[src/rtl/trace_log_arbiter.sv]
// Round-robin arbiter that shares one debug log channel between N_REQ requesters and timestamps each record.
// Latency: 1 cycle from accept to log_valid; sustains 1 record/cycle while log_ready stays high.
// Backpressure: log_valid && !log_ready holds the record and deasserts req_ready; with log_en=0 requests are accepted and dropped.
// Optional: define TRACE_LOG_PRINTF_EN to print every delivered record (simulation only).
module trace_log_arbiter #(
    parameter int N_REQ  = 4,
    parameter int DATA_W = 16,
    parameter int TS_W   = 32,
    parameter int ID_W   = 2
) (
    input  logic                    clk,
    input  logic                    reset,
    input  logic [N_REQ-1:0]        req_valid,
    input  logic [N_REQ*DATA_W-1:0] req_data,
    output logic [N_REQ-1:0]        req_ready,
    input  logic                    log_en,
    output logic                    log_valid,
    input  logic                    log_ready,
    output logic [TS_W-1:0]         log_ts,
    output logic [ID_W-1:0]         log_id,
    output logic [DATA_W-1:0]       log_data,
    output logic [TS_W-1:0]         tsc,
    output logic [15:0]             drop_cnt
);

    logic [ID_W-1:0]    rr_ptr;
    logic [2*N_REQ-1:0] dbl_valid;
    logic [N_REQ-1:0]   rot_valid;
    logic [ID_W-1:0]    offset;
    logic [ID_W:0]      grant_sum;
    logic [ID_W-1:0]    grant;
    logic [ID_W-1:0]    next_ptr;
    logic               any_req;
    logic               slot_free;
    logic               accept;
    logic [DATA_W-1:0]  grant_data;

    // Rotate requests so rr_ptr lands at bit 0, pick the lowest set bit, then rotate the index back.
    always_comb begin
        dbl_valid = {req_valid, req_valid} >> rr_ptr;
        rot_valid = dbl_valid[N_REQ-1:0];
        offset    = '0;
        for (int k = N_REQ - 1; k >= 0; k--) begin
            if (rot_valid[k]) begin
                offset = ID_W'(k);
            end
        end
        any_req   = |req_valid;
        grant_sum = {1'b0, rr_ptr} + {1'b0, offset};
        if (grant_sum >= (ID_W+1)'(N_REQ)) begin
            grant_sum = grant_sum - (ID_W+1)'(N_REQ);
        end
        grant    = grant_sum[ID_W-1:0];
        next_ptr = (grant == ID_W'(N_REQ - 1)) ? '0 : grant + 1'b1;
    end

    // Payload mux for the winning requester.
    always_comb begin
        grant_data = '0;
        for (int i = 0; i < N_REQ; i++) begin
            if (int'(grant) == i) begin
                grant_data = req_data[i*DATA_W +: DATA_W];
            end
        end
    end

    // Grant only into a free slot when forwarding; when discarding, the slot is irrelevant.
    always_comb begin
        slot_free = !log_valid || log_ready;
        req_ready = '0;
        if (!reset && any_req && (!log_en || slot_free)) begin
            req_ready[grant] = 1'b1;
        end
        accept = |(req_valid & req_ready);
    end

    // Timestamp counter, round-robin pointer, output record register and drop counter.
    always_ff @(posedge clk) begin
        if (reset) begin
            tsc       <= '0;
            drop_cnt  <= '0;
            rr_ptr    <= '0;
            log_valid <= 1'b0;
            log_ts    <= '0;
            log_id    <= '0;
            log_data  <= '0;
        end else begin
            tsc <= tsc + 1'b1;
            if (accept) begin
                rr_ptr <= next_ptr;
            end
            if (accept && log_en) begin
                log_valid <= 1'b1;
                log_ts    <= tsc;
                log_id    <= grant;
                log_data  <= grant_data;
            end else if (slot_free) begin
                log_valid <= 1'b0;
            end
            if (accept && !log_en && drop_cnt != 16'hFFFF) begin
                drop_cnt <= drop_cnt + 16'd1;
            end
        end
    end

`ifdef TRACE_LOG_PRINTF_EN
`ifndef SYNTHESIS
    // Print each record as the sink takes it.
    always @(posedge clk) begin
        if (!reset && log_valid && log_ready) begin
            $display("Cyc= %d src %d: %h", log_ts, log_id, log_data);
        end
    end
`endif
`endif

endmodule

[config.mk]
export PLATFORM = sky130hd
export DESIGN_NAME = trace_log_arbiter
export DESIGN_NICKNAME = d
export VERILOG_FILES = /design/src/rtl/trace_log_arbiter.sv
export SDC_FILE = /design/constraint.sdc
export NUM_CORES = 1
export LEC_CHECK = 0
export BUFFER_PORTS_ARGS = -buffer_cell sky130_fd_sc_hd__buf_2
export CAP_MARGIN = 30
export CORE_ASPECT_RATIO = 1.4
export CORE_MARGIN = 2
export CORE_UTILIZATION = 50
export CTS_CLUSTER_DIAMETER = 80
export CTS_CLUSTER_SIZE = 20
export DETAILED_ROUTE_END_ITERATION = 16
export GPL_ROUTABILITY_DRIVEN = 0
export GPL_TIMING_DRIVEN = 0
export PLACE_DENSITY = 0.91
export SLEW_MARGIN = 20
export SYNTH_ARGS = -nofsm -noshare
export SYNTH_HDL_FRONTEND = slang
export SYNTH_SLANG_ARGS = --single-unit
[constraint.sdc]
create_clock -name clk -period 3.9 [get_ports clk]
set_input_delay 0.585 -clock clk [delete_from_list [all_inputs] [get_ports clk]]
set_output_delay 0.585 -clock clk [all_outputs]
set_load 0.05 [all_outputs]
==> impl_metrics.json <==
{
  "via_per_inst": 5.56,
  "setup_viol_count_final": 0,
  "clock-root-buffer": "clkbuf_16",
  "die_h_um": 120,
  "cts_tree": "built",
  "wirelength_mm": 13.8,
  "skew_ns": 0.0103,
  "finalHoldViolations": 0,
  "start_util_pct": 51.4,
  "place_hpwl_mm": 10.2,
  "path_delay_family": "buffers and inverters",
  "critPathKind": "register to output port",
  "powerDensity_nw_per_um2": 677,
  "drt-pass1-iter-count": 6,
  "place_area_um2": 5830,
  "cts-htree-levels": 3,
  "die_w_um": 87.1,
  "io_pins": 175,
  "yosysSeqAreaShare_pct": 41.8,
  "final_cells": 894,
  "syn2layout_area_growth_pct": 27.5,
  "vdd.ir_drop.worst_mv": 0.343,
  "slew_viol_final": 0,
  "period_needed_ns": 3.70,
  "cts_buffers": 9,
  "antenna_found_initial": 0,
  "cap_violations": 0,
  "tightest_slew_ns": 0.665,
  "netlist_area_um2": 4830,
  "syn_inst": 595,
  "hold_path.class": "register to register",
  "clk_pin_slew_ns": 0.08,
  "rsz0062_at_grt": "false",
  "wl_per_cell_um": 15.4,
  "power_leakage_nw": 2.63,
  "grt_usage_pct": 26.1,
  "core_area_um2": 9410,
  "clockBufferDepth": 2,
  "grt_pass1_vias": 4663,
  "synth_ff_type": "dfxtp_1",
  "period_share_pct": 94.8,
  "nNetsFinal": 857,
  "cp-start-kind": "register",
  "max_stage_delay_ns": 0.36,
  "synth-seq-cells": 101,
  "grt_start_max_net_pins": 19,
  "num_rows": 42,
  "synth_edf_count": 0,
  "ys_types": 50,
  "outcome": "complete, no violations",
  "grt_pass1_wl_mm": 21.8,
  "timing.critical_path.buf_inv": 4,
  "synthArstFlopShare_pct": 0,
  "ant_nets": 0,
  "clk_latency_ns": 0.34,
  "end_kind": "output port",
  "crit_fanout": 10,
  "cts.sinks": 101,
  "crit_arrival_ns": 3.11,
  "drtIter0Drc": 256,
  "relSlewSlack_pct": 55.3,
  "cp_data_required_time_ns": 3.31,
  "syn-num-nets": 673,
  "slowest_stage": "dfxtp_1",
  "vias": 4975,
  "drc_errors": 0,
  "portBuffers": 171,
  "syn_avg_cell_area_um2": 8.12,
  "final_area_um2": 6160,
  "cp_cell_sequence": "buf_4, o311a_1, o21ai_0, ha_2, xor2_2, xnor2_2, inv_1, ha_1, clkbuf_4, and2_1, buf_2",
  "die_area_um2": 10500,
  "final_layout_size_suffix_gt1_share_pct": 28.7,
  "n_antenna_cell": 0,
  "placed_cells": 876,
  "ys_warn_count": 0,
  "fmax_mhz": 271,
  "overflow": 0
}
## worst reg2reg max path, cell delays in order, from the launching register on
cell and delay (ns):
dfxtp_1 0.36, buf_4 0.19, o311a_1 0.35, o21ai_0 0.19, ha_2 0.29, xor2_2 0.24, xnor2_2 0.19, inv_1 0.08
ha_1 0.30, a222oi_1 0.29, o21ai_1 0.25, o21a_1 0.28, buf_2 0.19, buf_4 0.19, nand2_1 0.10, a21oi_1 0.09
## synth_stat cells, drive strengths merged (2+ instances only)
library cell  instances  area [um2]
xor2                 16         140
o32ai                 2        17.5
nor3                  4        20.0
mux2i                18         193
nand4                11        68.8
nand2               105         394
and4                  6        52.6
and2                  5        31.3
buf                  19         124
mux2                  5        60.1
nor2                 49         184
clkbuf               20        75.1
or4                   4        30.0
a22oi                15         113
and3                  7        43.8
o31ai                 4        30.0
nand2b                3        18.8
inv                  11        41.3
o21ai                47         250
nand3                19        95.1
nor2b                 6        37.5
or3                  11        68.8
or2                   2        12.5
o311ai                2        17.5
dfxtp               101        2020
o41ai                 2        36.3
ha                    6        75.1
xnor2                13         114
nor4                  7        56.3
a21oi                65         325
## repair_timing
| item | CTS | global route |
|---|---|---|
| setup buffers | 0 | 2 |
| hold buffers | 0 | 0 |
| gates resized for setup | 6 | 9 |
| setup endpoints to repair | 3 | 58 |
## per-stage QoR
stage	util, %	hold slack, ns	total power, W	setup TNS (ns)	worst slack [ns]
after CTS	65.0	0.457	0.00412	0	0.0152
after floorplan	-	0.612	0.00270	0	0.185
after global routing	65.5	0.477	0.00442	0	0.00349
after detailed placement	61.9	0.446	0.00324	-5.17	-0.268
final	65.5	0.456	0.00417	0	0.205
after global placement	61.9	0.439	0.00321	-0.496	-0.174
## where the power goes
group          switching (W)  internal [W]  total (W)
Combinational        0.00144      0.000732    0.00217
Clock               0.000405      0.000446   0.000851
Sequential         0.0000455       0.00111    0.00115
## final cells by class
| type | count | area [um2] |
|---|---|---|
| fill | 805 | 3240 |
| multi-input combinational | 444 | 2590 |
| sequential | 101 | 2020 |
| timing repair buffer | 173 | 873 |
| clock buffer | 10 | 229 |
| buffer | 39 | 211 |
| tap | 110 | 138 |
| clock inverter | 6 | 52.6 |
| inverter | 11 | 41.3 |
## cell usage in the layout (no fill, tap or decap), types with 6 or more instances in the layout
cell | netlist | layout
buf_4 | 5 | 8
a21oi_1 | 65 | 65
nor2b_1 | 6 | 6
and4_1 | 6 | 6
a22oi_1 | 15 | 15
nand3_1 | 19 | 19
nor2_1 | 49 | 49
clkbuf_16 | 0 | 9
or3_1 | 11 | 11
o21ai_0 | 43 | 43
and3_1 | 7 | 7
inv_1 | 11 | 11
nand2_1 | 105 | 105
clkbuf_1 | 20 | 17
xnor2_1 | 13 | 12
buf_2 | 9 | 179
xor2_1 | 16 | 15
mux2i_1 | 17 | 17
dfxtp_1 | 101 | 101
nand4_1 | 11 | 11
## flip-flops by register name, indices dropped and copies added, names as in the netlist
| signal | count |
|---|---|
| log_ts | 32 |
| tsc | 32 |
| drop_cnt | 16 |
| log_data | 16 |
| log_id | 2 |
| rr_ptr | 2 |
| log_valid | 1 |
## layer usage
| metal | global-route usage [%] | vias up | wire [um] |
|---|---|---|---|
| li1 | - | 2440 | - |
| met1 | 30.8 | 2339 | 5670 |
| met2 | 45.3 | 168 | 6970 |
| met3 | 6.55 | 28 | 831 |
| met4 | 9.08 | 0 | 330 |
| met5 | 0 | - | 0 |
## path summary, 6_finish.rpt
| path | startpoint | to | slack [ns] | cells past startpoint |
|---|---|---|---|---|
| hold / removal | log_ts[24]$_SDFFE_PP0P_ | log_ts[24]$_SDFFE_PP0P_ | 0.46 | 2 |
| setup / recovery | rr_ptr[0]$_SDFFE_PP0P_ | req_ready[2] | 0.20 | 11 |
| setup reg to reg | rr_ptr[0]$_SDFFE_PP0P_ | log_ts[19]$_SDFFE_PP0P_ | 0.21 | 15 |
| hold reg to reg | log_ts[24]$_SDFFE_PP0P_ | log_ts[24]$_SDFFE_PP0P_ | 0.46 | 2 |
## kinds of logic (layout without fill, tap and decap cells)
family                   count (synthesis)  in the layout  share of synthesized area [%]
AND/OR/NAND/NOR                        240            240                           23.3
AO/OA/AOI/OAI                          146            146                           17.9
flip-flops                             101            101                           41.8
buffers and inverters                   50            239                           4.97
XOR/XNOR                                29             29                           5.26
multiplexers                            23             23                           5.23
adder cells (fa/ha/maj)                  6              6                           1.55
Note: power is estimated with default switching activity, not from simulation.
